### src/rtl/mem_load_stage_pkg.sv
// Load-op one-hot indices, MEM load FSM states and shared helpers for mem_load_stage.
package mem_load_stage_pkg;

  localparam int LOAD_OP_W   = 6;
  localparam int LOAD_OP_LW  = 0;
  localparam int LOAD_OP_LB  = 1;
  localparam int LOAD_OP_LBU = 2;
  localparam int LOAD_OP_LH  = 3;
  localparam int LOAD_OP_LHU = 4;
  localparam int LOAD_OP_LD  = 5;

  typedef enum logic [1:0] {
    ST_IDLE  = 2'd0,
    ST_WAIT  = 2'd1,
    ST_DONE  = 2'd2,
    ST_DRAIN = 2'd3
  } state_e;

  // Width of the forwarding bus {valid, we, waddr, wdata}.
  function automatic int fwd_w(input int rf_aw, input int data_w);
    return 2 + rf_aw + data_w;
  endfunction

  // A dword load on a 32-bit datapath can never be satisfied, so it always traps.
  function automatic logic load_misaligned(input logic [LOAD_OP_W-1:0] op,
                                           input logic [2:0]           addr,
                                           input logic                 wide);
    return ((op[LOAD_OP_LH] | op[LOAD_OP_LHU]) & addr[0])
         | (op[LOAD_OP_LW] & (|addr[1:0]))
         | (op[LOAD_OP_LD] & (~wide | (|addr[2:0])));
  endfunction

endpackage

### src/rtl/mem_load_stage_load_align.sv
// Combinational load lane extraction and sign/zero extension plus misalignment flag.
// Latency 0; no flow control.
module mem_load_stage_load_align
  import mem_load_stage_pkg::*;
#(
  parameter int DATA_W = 32
) (
  input  logic [LOAD_OP_W-1:0]            op,
  input  logic [$clog2(DATA_W/8)-1:0]     lane,
  input  logic [DATA_W-1:0]               rdata,
  output logic [DATA_W-1:0]               data,
  output logic                            misaligned
);
  localparam int LB_W = $clog2(DATA_W/8);

  logic [7:0]  byte_v;
  logic [15:0] half_v;
  logic [31:0] word_v;

  // Masking the low lane bits keeps half/word selects naturally aligned for either width.
  assign byte_v = 8'(rdata >> {lane, 3'b000});
  assign half_v = 16'(rdata >> {lane & ~LB_W'(1), 3'b000});
  assign word_v = 32'(rdata >> {lane & ~LB_W'(3), 3'b000});

  always_comb begin
    data = rdata;
    if (op[LOAD_OP_LB])  data = DATA_W'($signed(byte_v));
    if (op[LOAD_OP_LBU]) data = DATA_W'(byte_v);
    if (op[LOAD_OP_LH])  data = DATA_W'($signed(half_v));
    if (op[LOAD_OP_LHU]) data = DATA_W'(half_v);
    if (op[LOAD_OP_LW])  data = DATA_W'($signed(word_v));
  end

  assign misaligned = load_misaligned(op, 3'(lane), DATA_W == 64);

endmodule

### src/rtl/mem_load_stage.sv
// MEM stage: EX->MEM register, waits for SRAM read data, drives WB/forwarding (non-loads latency 0).
// Backpressure: stall_in or an outstanding load holds the register; stall_req asks upstream to hold.
module mem_load_stage
  import mem_load_stage_pkg::*;
#(
  parameter int DATA_W = 32,
  parameter int RF_AW  = 5,
  parameter int PC_W   = 32
) (
  input  logic                             clk,
  input  logic                             rst,
  input  logic                             stall_in,
  input  logic                             flush,
  input  logic                             ex_valid,
  input  logic [PC_W-1:0]                  ex_pc,
  input  logic [LOAD_OP_W-1:0]             ex_load_op,
  input  logic                             ex_rf_we,
  input  logic [RF_AW-1:0]                 ex_rf_waddr,
  input  logic [DATA_W-1:0]                ex_result,
  input  logic                             data_rvalid,
  input  logic [DATA_W-1:0]                data_rdata,
  output logic                             stall_req,
  output logic                             addr_exc,
  output logic                             wb_valid,
  output logic [PC_W-1:0]                  wb_pc,
  output logic                             wb_rf_we,
  output logic [RF_AW-1:0]                 wb_rf_waddr,
  output logic [DATA_W-1:0]                wb_rf_wdata,
  output logic [fwd_w(RF_AW, DATA_W)-1:0]  fwd_bus
);
  localparam int LB_W = $clog2(DATA_W/8);

  state_e                 state_q, state_d;
  logic                   valid_q, valid_d;
  logic [PC_W-1:0]        pc_q, pc_d;
  logic [LOAD_OP_W-1:0]   op_q, op_d;
  logic                   we_q, we_d;
  logic [RF_AW-1:0]       waddr_q, waddr_d;
  logic [DATA_W-1:0]      result_q, result_d;
  logic [DATA_W-1:0]      rdata_q, rdata_d;

  logic                   accept, ex_wait, busy, is_load, load_mis, exc;
  logic [DATA_W-1:0]      load_data;

  // DONE also accepts the next instruction so a completed load costs no bubble.
  assign accept  = ~flush & ~stall_in & (state_q == ST_IDLE || state_q == ST_DONE);
  assign ex_wait = ex_valid & (|ex_load_op) & ~load_misaligned(ex_load_op, ex_result[2:0], DATA_W == 64);

  always_comb begin
    state_d  = state_q;
    valid_d  = valid_q;
    pc_d     = pc_q;
    op_d     = op_q;
    we_d     = we_q;
    waddr_d  = waddr_q;
    result_d = result_q;
    rdata_d  = rdata_q;

    if (flush) begin
      valid_d = 1'b0;
    end else if (accept) begin
      valid_d  = ex_valid;
      pc_d     = ex_pc;
      op_d     = ex_load_op;
      we_d     = ex_rf_we;
      waddr_d  = ex_rf_waddr;
      result_d = ex_result;
      rdata_d  = '0;
    end

    case (state_q)
      ST_IDLE, ST_DONE: begin
        if (flush)          state_d = ST_IDLE;
        else if (!stall_in) state_d = ex_wait ? ST_WAIT : ST_IDLE;
      end
      ST_WAIT: begin
        if (data_rvalid) begin
          state_d = flush ? ST_IDLE : ST_DONE;
          if (!flush) rdata_d = data_rdata;
        end else if (flush) begin
          state_d = ST_DRAIN;
        end
      end
      ST_DRAIN: begin
        // The killed load's response is still in flight; swallow it before going idle.
        if (data_rvalid) state_d = ST_IDLE;
      end
      default: state_d = ST_IDLE;
    endcase
  end

  always_ff @(posedge clk or negedge rst) begin
    if (!rst) begin
      state_q  <= ST_IDLE;
      valid_q  <= 1'b0;
      pc_q     <= '0;
      op_q     <= '0;
      we_q     <= 1'b0;
      waddr_q  <= '0;
      result_q <= '0;
      rdata_q  <= '0;
    end else begin
      state_q  <= state_d;
      valid_q  <= valid_d;
      pc_q     <= pc_d;
      op_q     <= op_d;
      we_q     <= we_d;
      waddr_q  <= waddr_d;
      result_q <= result_d;
      rdata_q  <= rdata_d;
    end
  end

  mem_load_stage_load_align #(.DATA_W(DATA_W)) u_load_align (
    .op         (op_q),
    .lane       (result_q[LB_W-1:0]),
    .rdata      (rdata_q),
    .data       (load_data),
    .misaligned (load_mis)
  );

  assign busy        = (state_q == ST_WAIT) || (state_q == ST_DRAIN);
  assign is_load     = |op_q;
  assign exc         = valid_q & is_load & load_mis;
  assign stall_req   = busy;
  assign addr_exc    = exc;
  assign wb_valid    = valid_q & ~busy;
  assign wb_pc       = pc_q;
  assign wb_rf_we    = wb_valid & we_q & ~exc;
  assign wb_rf_waddr = waddr_q;
  assign wb_rf_wdata = is_load ? load_data : result_q;
  assign fwd_bus     = {wb_valid, wb_rf_we, wb_rf_waddr, wb_rf_wdata};

endmodule
### config.mk
export PLATFORM = sky130hd
export DESIGN_NAME = mem_load_stage
export DESIGN_NICKNAME = d
export VERILOG_FILES = /design/src/rtl/mem_load_stage_pkg.sv /design/src/rtl/mem_load_stage_load_align.sv /design/src/rtl/mem_load_stage.sv
export SDC_FILE = /design/constraint.sdc
export NUM_CORES = 1
export LEC_CHECK = 0
export ABC_AREA = 1
export BUFFER_PORTS_ARGS = -buffer_cell sky130_fd_sc_hd__buf_2
export CAP_MARGIN = 20
export CORE_ASPECT_RATIO = 1.5
export CORE_MARGIN = 2
export CORE_UTILIZATION = 45
export CTS_CLUSTER_DIAMETER = 150
export DETAILED_ROUTE_END_ITERATION = 12
export GPL_ROUTABILITY_DRIVEN = 1
export PLACE_DENSITY_LB_ADDON = 0.05
export SLEW_MARGIN = 40
export SYNTH_ARGS = -nofsm -noshare
export SYNTH_HDL_FRONTEND = slang
export SYNTH_SLANG_ARGS = --single-unit
### constraint.sdc
create_clock -name clk -period 4.3 [get_ports clk]
set_input_delay 0.43 -clock clk [delete_from_list [all_inputs] [get_ports clk]]
set_output_delay 0.43 -clock clk [all_outputs]
set_load 0.005 [all_outputs]
# After elaboration in Yosys (flattened, before gate mapping)
# Index checks and enable logic that the tools add are counted.
# totals
in_bits	114
elab_cells	72
register_bits	111
# op_classes
n_shift	2
bitwise	24
eq_ne	6
mux	21
n_reduce_logical	11
# ops
cell	count
$mux W32	11
$shr A32 B5 Y16	1
$shr A32 B5 Y8	1
$and A1 B1 Y1	13
$mux W2	6
$reduce_or A6 Y1	2
$ne A3 B3 Y1 const B	2
$or A1 B1 Y1	6
$pmux W2 S3	1
$reduce_or A2 Y1	3
$not A1 Y1	5
$eq A2 B2 Y1 const B	2
$mux W1	3
$reduce_and A3 Y1	1
$eq A2 B1 Y1 const B	1
$logic_not A2 Y1	1
$logic_or A1 B1 Y1	2
$ne A2 B2 Y1 const B	1
$reduce_and A2 Y1	1
$reduce_bool A2 Y1	1

# Longest topological paths before layout
# depth
word_depth	10
mapped_depth	12

# Hierarchy
# A second synthesis with hierarchy kept.
# hier_totals
hier_cells	808
hier_area_um2	6443.7
# by_module_without_submodules
module	cells_per_inst	seq_area_each_um2	area_per_inst_um2	instances
mem_load_stage	530	2777.7	5202.5	1
mem_load_stage_load_align	278	0.0	1241.2	1

# Least setup slack after synthesis
# Ideal clock, no wire load.
# synth_timing
path_kind	reg2out
from	register op_q[3]
to	output port wb_rf_wdata[21]
t_arrival_ns	1.444
required_ns	3.870
path_slack_ns	2.426
stages_incl_launch_ff	12
path_cell_list	dfrtp_1 > nor2_4 > nand2_2 > inv_4 > buf_2 > nand2_1 > nand2_1 > inv_1 > nand2_1 > nand2_1 > a21oi_1 > buf_4
# synth_via
elab_chain_cells	4
# synth_rtl
element	line_no	rtl
start: declaration	mem_load_stage.sv:36	logic [LOAD_OP_W-1:0] op_q, op_d;
start signal: assignment	mem_load_stage.sv:106	op_q <= op_d;
$mux W32	mem_load_stage_load_align.sv:29	if (op[LOAD_OP_LH]) data = DATA_W'($signed(half_v));
$mux W32	mem_load_stage_load_align.sv:30	if (op[LOAD_OP_LHU]) data = DATA_W'(half_v);
$mux W32	mem_load_stage_load_align.sv:31	if (op[LOAD_OP_LW]) data = DATA_W'($signed(word_v));
$mux W32 (*)	mem_load_stage.sv:131	assign wb_rf_wdata = is_load ? load_data : result_q;
end: declaration	mem_load_stage.sv:28	output logic [DATA_W-1:0] wb_rf_wdata,
# Mark *: on every way between the ends. The rest lies on a longest branch, timed or not.

# Worst setup path after layout
# layout_timing
from	register op_q[0]
to	output port fwd_bus[16]
# layout_via
elab_chain_cells	2
# layout_rtl
element	line_no	rtl
$reduce_or A6 Y1 or $mux W32 (tied branches)	mem_load_stage.sv:123, mem_load_stage_load_align.sv:31	
$mux W32 (*)	mem_load_stage.sv:131	
end: declaration	mem_load_stage.sv:29	output logic [fwd_w(RF_AW, DATA_W)-1:0] fwd_bus
# Marked as above.

==> results.cfg <==
[synthesis]
synth-edff-count = 0
avgSynthCellArea_um2 = 6.95
synth.distinct_cells = 30
ys_warn_count = 0
synthesis.nets = 1010
syn_area_mm2 = 0.00622
ys_seq_area_share_pct = 44.6
synth_ff_type = dfrtp_1
netlist_instances = 896
async_reset_ff_share_pct = 100
ys_ff_latch = 111

[timing]
max-slew-margin-rel_pct = 45.2
finalSetupViolations = 0
final.period_utilization_pct = 76.0
worst_pin_slew_ps = 822
layout_setup_ws_ps = 1030
final.setup.tns_ps = 0
hold_viol_final = 0
rsz0062_at_grt = false
slew_viol_final = 0
fmax_ghz = 0.306
final.setup_skew_ps = 12.9
min_period_ps = 3270

[layout]
final_common_cell = nand2_1
layout_common_cells = nand2_1, buf_2, inv_1
nNetsFinal = 1172
area_delta_synth_final_pct = 19.4
drive_gt1_share_pct = 25.4
diodes = 0

[critical_path]
slowest_delay_ps = 670
worstSetupStartpointType = flip-flop
crit_type = flip-flop to primary output
required_ps = 3870
crit_chain = nor2_2, nand3_4, buf_4, o21ai_0, inv_1, a21oi_1, buf_2
crit_arrival_ps = 2840
critPathMaxFanout = 32
critPathSlowestCell = nor2_2
cp-end-kind = primary output

[placement]
io_buffers = 225
pre_cts_ws_ps = 1440
dp_hpwl_um = 13000
gp_congestion = 0.864

[detailed_routing]
vias_per_cell = 4.84
antenna_left = 0
drtIter0Drc = 252
routed_wirelength_um = 17900
wl_per_cell_um = 14.6
vias = 5925
drtPass1Iterations = 5
drc_errors = 0

[clocking]
tritoncts = built
clkTransAtPathRegs_ps = 80
cts_made_buffers = 9
h-tree-depth = 3
cts-resized-gates = 0
cts_hold_buf = 0
clock_path_buffers = 2
cts_sinks = 111
cts-root-buf = clkbuf_16
clock_latency_ps = 360
cts_setup_buffers = 0

[floorplan]
io_pins = 226
initial_core_util_pct = 46.0
die_w_um = 100
coreArea_mm2 = 0.0135
die_h_um = 148
dieArea_mm2 = 0.0148
row_count = 52

[global_route]
overflow = 0
grt_usage_pct = 24.5
grt_pass1_vias = 5767
grt_pass1_wl_um = 28800
grt_max_degree = 87
antenna_found_initial = 1

[min_path]
hp-class = primary input to asynchronous set/reset pin

[pwr]
leakage_nw = 4.45
vdd_drop_max_mv = 0.175
power_density_mw_per_mm2 = 389

[flow_run]
cap_violations = 0

[outcome]
outcome = completed
-- through the flow --
step	cells	power [mW]	cell area, um^2	hold slack [ps]	util, %
global placement	1209	2.02	7110	447	52.5
finish	1225	2.89	7430	42.7	54.9
detailed placement	1209	2.02	7110	452	52.5
floorplan	896	1.76	6220	134	-
global route	1225	3.08	7430	89.9	54.9
CTS	1225	2.92	7430	66.4	54.9
-- final timing paths --
path                                   startpoint  slack, ps                  endpoint  cells after the start
max in group asynchronous                     rst       3310  result_q[21]$_DFFE_PN0P_                      2
max reg2reg                state_q[0]$_DFFE_PN0P_       2410                 flip-flop                      6
min                                           rst         40   result_q[1]$_DFFE_PN0P_                      1
min in group clk                        ex_pc[11]        270     wb_pc[11]$_DFFE_PN0P_                      3
max                           op_q[0]$_DFFE_PN0P_       1030               fwd_bus[16]                      7
min reg2reg                 wb_pc[12]$_DFFE_PN0P_        470     wb_pc[12]$_DFFE_PN0P_                      2
-- cells in the mapped netlist, drive strengths merged (5+ instances only) --
cell      n  area share (%)
nand2   387              24
inv     127             7.7
dfrtp   111              45
buf      72             7.6
o21ai    65             5.2
nor2     40             2.6
o22ai    26             2.6
a21oi    25             2.1
nand3    21             2.1
clkbuf    9            0.54
or2       5            0.50
-- metal layers --
layer	share of wire, %	up-vias	global-route usage [%]
li1	-	3005	-
met1	42	2671	30.9
met2	50	218	41.8
met3	6.0	29	4.73
met4	2.4	2	8.84
met5	0.062	-	0
-- logic make-up (layout without fill, tap and decap cells) --
family	after synthesis	count (layout)	share of synthesized area (%)
buffers and inverters	208	375	15.8
and+or+nand+nor	456	456	29.0
AOI/OAI and AO/OA	121	121	10.5
DFF	111	111	44.6
-- layout make-up --
| type | count | area, um^2 |
|---|---|---|
| clock buffers | 9 | 225 |
| clock inverters | 7 | 92.6 |
| fillers | 1439 | 6100 |
| inverters | 127 | 479 |
| multi-input cells | 577 | 2470 |
| flip-flops and latches | 111 | 2780 |
| well taps | 162 | 203 |
| repair buffers | 232 | 1180 |
-- critical path, delay by kind of cell (launching register included) --
| family | cells | cell delay [ps] |
|---|---|---|
| buffers and inverters | 3 | 560 |
| AOI/OAI and AO/OA | 2 | 350 |
| DFF | 1 | 560 |
| and+or+nand+nor | 2 | 1010 |
-- power breakdown --
| part | internal (mW) | switching (mW) |
|---|---|---|
| Combinational | 0.299 | 0.462 |
| Sequential | 1.16 | 0.0797 |
| Clock | 0.470 | 0.425 |
| Total | 1.93 | 0.966 |
No activity file was read; power rests on OpenSTA's default activity.
